**src/rtl/cache_refill_ctrl.sv**
```systemverilog
// Refill / write-back controller between the 2-way data cache and word-wide memory.
// Fetches a missing line beat by beat and drains a one-entry dirty-line buffer first.
module cache_refill_ctrl #(
    parameter int DATA_WIDTH = 32,
    parameter int BLOCK_SIZE = 4
) (
    input  logic                             clk,
    input  logic                             rst_n,
    input  logic                             miss,
    input  logic [31:0]                      miss_addr,
    input  logic                             wb_valid,
    input  logic [31:0]                      wb_addr,
    input  logic [DATA_WIDTH*BLOCK_SIZE-1:0] wb_data,
    output logic [DATA_WIDTH*BLOCK_SIZE-1:0] fetch_data,
    output logic                             fetch_enable,
    output logic                             stall,
    output logic                             wb_overflow,
    output logic                             mem_req,
    output logic                             mem_we,
    output logic [31:0]                      mem_addr,
    output logic [DATA_WIDTH-1:0]            mem_wdata,
    input  logic                             mem_ready,
    input  logic                             mem_rvalid,
    input  logic [DATA_WIDTH-1:0]            mem_rdata
);

    localparam int ADDR_W = 32;
    localparam int LINE_W = DATA_WIDTH * BLOCK_SIZE;
    localparam int BEAT_W = $clog2(BLOCK_SIZE);
    localparam int BYTE_W = $clog2(DATA_WIDTH / 8);
    localparam int OFF_W  = $clog2(BLOCK_SIZE * DATA_WIDTH / 8);
    localparam logic [BEAT_W-1:0] LAST_BEAT = BEAT_W'(BLOCK_SIZE - 1);

    typedef enum logic [2:0] {
        IDLE,
        FETCH_REQ,
        FETCH_WAIT,
        REFILL,
        WB_REQ
    } state_e;

    state_e              state_q, state_d;
    logic [BEAT_W-1:0]   beat_q, beat_d;
    logic [ADDR_W-1:0]   line_base_q, line_base_d;
    logic [LINE_W-1:0]   fetch_data_q, fetch_data_d;
    logic                buf_full_q, buf_full_d;
    logic [ADDR_W-1:0]   buf_addr_q, buf_addr_d;
    logic [LINE_W-1:0]   buf_data_q, buf_data_d;
    logic                wb_overflow_q, wb_overflow_d;

    logic [ADDR_W-1:0]   beat_off;
    logic                unused_bits;

    assign beat_off    = ADDR_W'(beat_q) << BYTE_W;
    assign unused_bits = ^{miss_addr[OFF_W-1:0], wb_addr[OFF_W-1:0]};

    always_ff @(posedge clk or negedge rst_n) begin
        if (!rst_n) begin
            state_q       <= IDLE;
            beat_q        <= '0;
            line_base_q   <= '0;
            fetch_data_q  <= '0;
            buf_full_q    <= 1'b0;
            buf_addr_q    <= '0;
            buf_data_q    <= '0;
            wb_overflow_q <= 1'b0;
        end else begin
            state_q       <= state_d;
            beat_q        <= beat_d;
            line_base_q   <= line_base_d;
            fetch_data_q  <= fetch_data_d;
            buf_full_q    <= buf_full_d;
            buf_addr_q    <= buf_addr_d;
            buf_data_q    <= buf_data_d;
            wb_overflow_q <= wb_overflow_d;
        end
    end

    always_comb begin
        state_d       = state_q;
        beat_d        = beat_q;
        line_base_d   = line_base_q;
        fetch_data_d  = fetch_data_q;
        buf_full_d    = buf_full_q;
        buf_addr_d    = buf_addr_q;
        buf_data_d    = buf_data_q;
        wb_overflow_d = wb_overflow_q;

        unique case (state_q)
            IDLE: begin
                // A pending write-back always drains before the next fetch.
                if (buf_full_q) begin
                    state_d = WB_REQ;
                    beat_d  = '0;
                end else if (miss) begin
                    line_base_d = {miss_addr[ADDR_W-1:OFF_W], {OFF_W{1'b0}}};
                    state_d     = FETCH_REQ;
                    beat_d      = '0;
                end
            end
            FETCH_REQ: begin
                if (mem_ready) begin
                    state_d = FETCH_WAIT;
                end
            end
            FETCH_WAIT: begin
                if (mem_rvalid) begin
                    fetch_data_d[beat_q*DATA_WIDTH +: DATA_WIDTH] = mem_rdata;
                    if (beat_q == LAST_BEAT) begin
                        state_d = REFILL;
                    end else begin
                        beat_d  = beat_q + 1'b1;
                        state_d = FETCH_REQ;
                    end
                end
            end
            REFILL: begin
                state_d = IDLE;
            end
            WB_REQ: begin
                if (mem_ready) begin
                    if (beat_q == LAST_BEAT) begin
                        buf_full_d = 1'b0;
                        state_d    = IDLE;
                    end else begin
                        beat_d = beat_q + 1'b1;
                    end
                end
            end
            default: begin
                state_d = IDLE;
            end
        endcase

        // A second eviction while full is dropped and flagged.
        if (wb_valid) begin
            if (buf_full_q) begin
                wb_overflow_d = 1'b1;
            end else begin
                buf_full_d = 1'b1;
                buf_addr_d = {wb_addr[ADDR_W-1:OFF_W], {OFF_W{1'b0}}};
                buf_data_d = wb_data;
            end
        end
    end

    always_comb begin
        mem_req      = 1'b0;
        mem_we       = 1'b0;
        mem_addr     = '0;
        mem_wdata    = '0;
        fetch_enable = 1'b0;

        unique case (state_q)
            FETCH_REQ: begin
                mem_req  = 1'b1;
                mem_addr = line_base_q + beat_off;
            end
            WB_REQ: begin
                mem_req   = 1'b1;
                mem_we    = 1'b1;
                mem_addr  = buf_addr_q + beat_off;
                mem_wdata = buf_data_q[beat_q*DATA_WIDTH +: DATA_WIDTH];
            end
            REFILL: begin
                fetch_enable = 1'b1;
            end
            default: begin
                mem_req = 1'b0;
            end
        endcase
    end

    assign stall       = miss & ~fetch_enable;
    assign fetch_data  = fetch_data_q;
    assign wb_overflow = wb_overflow_q;

endmodule

```
**config.mk**
```make
export PLATFORM = sky130hd
export DESIGN_NAME = cache_refill_ctrl
export DESIGN_NICKNAME = d
export VERILOG_FILES = /design/src/rtl/cache_refill_ctrl.sv
export SDC_FILE = /design/constraint.sdc
export NUM_CORES = 1
export LEC_CHECK = 0
export BUFFER_PORTS_ARGS = -buffer_cell sky130_fd_sc_hd__buf_2
export CORE_MARGIN = 2
export CORE_UTILIZATION = 25
export CTS_CLUSTER_SIZE = 40
export DETAILED_ROUTE_END_ITERATION = 12
export PLACE_DENSITY = 0.43
export SLEW_MARGIN = 0
export SYNTH_ARGS = -nofsm -noshare
export SYNTH_HDL_FRONTEND = slang
export SYNTH_SLANG_ARGS = --single-unit
```
**constraint.sdc**
```tcl
create_clock -name clk -period 6.95 [get_ports clk]
set_clock_uncertainty 0.05 [all_clocks]
set_input_delay 0 -clock clk [delete_from_list [all_inputs] [get_ports clk]]
set_output_delay 0 -clock clk [all_outputs]
set_load 0.005 [all_outputs]
```
# After elaboration in Yosys (flattened, before gate mapping)
# Cells that the tools add are included.
# totals
reg_bits	319
latchBits	0
ram_bits	0
romBits	0
input_bits	230
out_inout_bits	197
mem_count	0
# classes
add_sub_neg	4
n_mul	0
div_mod_pow	0
magnitude_cmp	0
n_eq_ne	10
n_shift	3
n_mux	25
bitwise_logic	3
n_reduce_logical	9
# ops
cell	count
128-bit bitwise mux	1
32-bit by 34-bit variable shift with 128-bit output, first input constant	1
128-bit by 8-bit variable part select with 32-bit output	1
32-bit by 34-bit variable part select with 128-bit output	1
32-bit by 4-bit adder with 32-bit output	2
32-bit one-hot mux with 2 select lines	1
7-bit negator with 34-bit output	1
32-bit 2-to-1 mux	1
3-bit 2-to-1 mux	6
2-bit 2-to-1 mux	6
3-bit one-hot mux with 4 select lines	1
1-bit 2-to-1 mux	8
2-bit != test, second input constant	4
3-bit by 2-bit equality test with 1-bit output, second input constant	2
2-bit one-hot mux with 3 select lines	1
2-bit AND reduction	3
5-bit AND reduction	1
4-bit AND reduction	1
3-bit by 1-bit equality test with 1-bit output, second input constant	1
3-bit equality test, second input constant	1
3-bit logical NOT	1
3-bit != test, second input constant	1
3-bit AND reduction	1
3-bit nonzero test	1
other kinds (5)	6

# Depth between registers and ports, before layout
# logic_depth
ltp_word	6
mapped_depth	9
mapped_depth_nobuf	6

# Least setup slack after synthesis
# Ideal clock, no wire load.
# synth_timing
kind	reg2reg
from	reg beat_q[1]
to	reg fetch_data_q[10], in the netlist fetch_data[10]
setup_time_ns	0.066
t_arrival_ns	2.238
setup_slack_ns	4.595
stages_incl_launch_ff	10
period_less_slack_ns	2.355
cell_sequence	dfrtp_1 > buf_2 > buf_1 > inv_1 > ha_1 > nor4bb_1 > and2_1 > clkbuf_1 > buf_4 > a22o_1
# synth_via
elab_chain_cells	3
word_cells_on_any_way	4
classes_between	1 x add/sub; 2 x shift; 1 x mux
# synth_rtl
element	line	text
start: declaration	43	logic [BEAT_W-1:0] beat_q, beat_d;
start signal: assignment	69	beat_q <= beat_d;
7-bit negator with 34-bit output (*)	108	fetch_data_d[beat_q*DATA_WIDTH +: DATA_WIDTH] = mem_rdata;
32-bit by 34-bit variable part select with 128-bit output / 32-bit by 34-bit variable shift with 128-bit output (equally long branches)	108	
128-bit bitwise mux (*)	108	
end signal: assignment	71	fetch_data_q <= fetch_data_d;
end: declaration	45	logic [LINE_W-1:0] fetch_data_q, fetch_data_d;
# Mark *: on every way between the ends. The rest lies on a longest branch, timed or not.
# A chain may end at the register's enable or synchronous reset.

# Final worst setup path
# layout_timing
from	reg beat_q[0]
to	reg fetch_data_q[4], in the netlist fetch_data[4]
# The elaborated chain is that of the path after synthesis.

==> summary.md <==
| Metric | Value |
|---|---|
| I/O Buffers | 416 |
| Bufs on Longest Clock Path | 3 |
| Ratio of cells with drive above 1 in the final layout | 0.458 |
| DP Cell Count | 1978 |
| Worst-Margin Slew | 1.09 ns |
| Gpl congestion | 0.752 |
| Worst path required time | 7.39 ns |
| Final hold slack | 0.0272 ns |
| Top cell family by delay on the critical path | simple AND/OR/NAND/NOR gates |
| Worst Path Arrival | 3.76 ns |
| 1st-pass router iterations | 5 |
| # DRC | 0 |
| FFs w/ async S/R, synth | 1.00 |
| WL final | 43.0 mm |
| Grt total ovfl | 0 |
| Vias/cell | 4.51 |
| Slowest cell on crit path | and2_2 |
| Setup crit start kind | flop |
| DRT met1 WL | 19.0 mm |
| CTS tree | built |
| Crit share post-route | 0.477 |
| Max-cap violations | 0 |
| Outcome | complete, no violations |
| Setup TNS Final | 0 ns |
| CTS sink cnt | 319 |
| Die area | 0.0552 mm² |
| CP max stage delay | 0.72 ns |
| CP startpoint | beat_q[0] |
| Rel. slew slack | 0.271 |
| Syn_area_per_cell | 14.3 µm² |
| Post-detailed-route count of antenna-violating nets | 0 |
| Cell count after synthesis | 933 |
| RSZ-0062 raised after global routing | false |
| Final setup violation count | 0 |
| Crit Path Class | flop to flop |
| Pins Over Slew Limit | 0 |
| Synth warnings | 0 |
| Proportion of synthesized chip area in sequential cells | 0.599 |
| Starting density of the core | 0.253 |
| Min cycle time layout | 3.32 ns |
| Fmax | 0.301 GHz |
| Synth Flop Type | dfrtp_1 |
| CTS buffer count | 39 |
| Total power | 7160 µW |
| Layout area overhead | 47.1% |
| Die H | 235 µm |
| All-Layer GR Usage | 0.156 |
| Max VDD drop | 0.197 mV |
| R2R depth | 6 |
| Met3 routed WL | 2.87 mm |
| Final hold vios | 0 |
| First-pass GRT wire length | 68.3 mm |
| FF-to-FF setup slack | 3.63 ns |
| Worst-path fanout max | 41 |
| Io pins | 427 |
| Pleak | 0.00940 µW |
| RR Startpoint | beat_q[0] |
| CP bufs+invs | 2 |
| Initial antenna violation count | 5 |
| Critical-path cell list | buf_4 > inv_2 > ha_1 > nor4bb_1 > and2_2 > a22o_1 |
| Total number of vias | 10247 |
| Post-synth EDFFs | 0 |
| Avg WL per Cell | 19.0 µm |
| H-tree Lvls | 2 |
| Mapped cell area | 0.0133 mm² |
| CTS Root Cell | clkbuf_16 |
| Clk pin slew, worst setup/hold paths | 0.06 ns |
| Chip Width | 235 µm |
| Placement row count | 84 |
| Dpl hpwl | 27.9 mm |
| Vias in the first global route | 11182 |
| Worst hold path class | input port to asynchronous set/reset pin |
| Largest net degree at the start of global routing | 147 |
| CP endpoint kind | flop |
| DRT iter0 DRCs | 460 |
| Fillers | 5196 |
| Synthesized flop and latch total | 319 |
| Worst-Skew Late Latency | 0.55 ns |
| Core ar. | 0.0527 mm² |
| Nets | 1788 |
| Non-filler cells, final | 2270 |
| Top sig layer | met5 |
| Synth cell types | 43 |
| Worst r2r dst | fetch_data[4] |
| PD cells | 365 mW/mm² |
| WL met2 | 20.3 mm |
[placed cells by master, fill, tap and decap left out, types with 3 or more instances in the layout]
cell type	netlist	routed
mux2_2	185	185
buf_4	11	12
o21ai_0	24	24
o21ai_1	11	11
a21oi_1	5	5
clkbuf_16	0	40
clkbuf_1	23	9
bufinv_16	0	5
clkinv_2	0	5
and3_1	32	32
clkbuf_8	0	7
a22o_1	122	122
nor2_1	10	9
ha_1	6	6
dfrtp_1	319	317
buf_2	34	415
nor2b_1	5	4
dlygate4sd3_1	0	221
nor3_1	3	3
inv_1	4	4
nand2_1	70	69
mux4_2	32	32
and2_1	4	3
[per-layer routing]
layer,up-vias,track usage
met1,5197,0.205
met4,6,0.0445
li1,4664,-
met5,-,0
met3,59,0.0418
met2,321,0.253
[logic make-up after synthesis]
group,after synthesis,synth area share
buffers and inverters,79,0.0302
multiplexers,217,0.210
adder cells (fa/ha/maj),7,0.00638
other,1,0.000281
flip-flops,319,0.599
AO/OA/AOI/OAI,168,0.0983
AND/OR/NAND/NOR,142,0.0558
[flip-flops by register name, indices dropped and copies added, names as in the netlist]
signal       count
wb_overflow      1
line_base_q     28
buf_addr_q      28
buf_data_q     128
fetch_data     128
state_q          3
buf_full_q       1
beat_q           2
[report_power, final]
group | leakage, µW | internal, µW | switching [µW] | total [µW]
registers | 0.00406 | 2410 | 278 | 2690
clock network | 0.000656 | 1320 | 825 | 2140
logic | 0.00468 | 1350 | 974 | 2320
[cells in the mapped netlist (2+ instances only)]
master	instances	share of area
a21o_1	2	0.0011
a21oi_1	5	0.0019
a22o_1	122	0.080
a31oi_1	2	0.00094
and2_1	4	0.0019
and3_1	32	0.015
buf_1	3	0.00084
buf_2	34	0.013
buf_4	11	0.0062
buf_6	3	0.0025
clkbuf_1	23	0.0065
dfrtp_1	319	0.60
ha_1	6	0.0056
inv_1	4	0.0011
mux2_2	185	0.16
mux4_2	32	0.054
nand2_1	70	0.020
nand2b_1	2	0.00094
nand3_1	2	0.00075
nor2_1	10	0.0028
nor2b_1	5	0.0023
nor3_1	3	0.0011
o21ai_0	24	0.0090
o21ai_1	11	0.0041
[worst max-delay path by stage]
stage	cells after the start	endpoint	slack [ns]
finish	6	fetch_data[4]	3.63
global route	6	fetch_data[7]	3.35
CTS	6	fetch_data[7]	3.45
detailed placement	6	fetch_data[7]	3.47
global placement	6	fetch_data[6]	3.53
floorplan	9	fetch_data[10]	4.60
[stage by stage]
step / area (µm²) / setup WS (ns) / util
2_1_floorplan: 13300 / 4.60 / -
6_report: 19600 / 3.63 / 0.373
3_5_place_dp: 16100 / 3.47 / 0.305
5_1_grt: 19600 / 3.35 / 0.373
4_1_cts: 19600 / 3.45 / 0.372
3_3_place_gp: 16100 / 3.53 / 0.305
[timing repair]
action | in CTS | in global routing
resized for setup | 0 | 0
endpoints found under the hold margin | 426 | 0
buffers inserted | 0 | 0
hold buffers | 221 | 0
[final cells by class]
class,instances,area (µm²),share of cell area
Sequential cell,319,7990,0.407
Clock buffer,56,1130,0.0577
Timing Repair Buffer,651,4430,0.226
Clock inverter,13,208,0.0106
Tap cell,688,861,0.0439
Multi-Input combinational cell,536,4970,0.253
Inverter,5,18.8,0.000957
Antenna cell,2,5.00,0.000255
No activity file was read; power rests on OpenSTA's default activity.
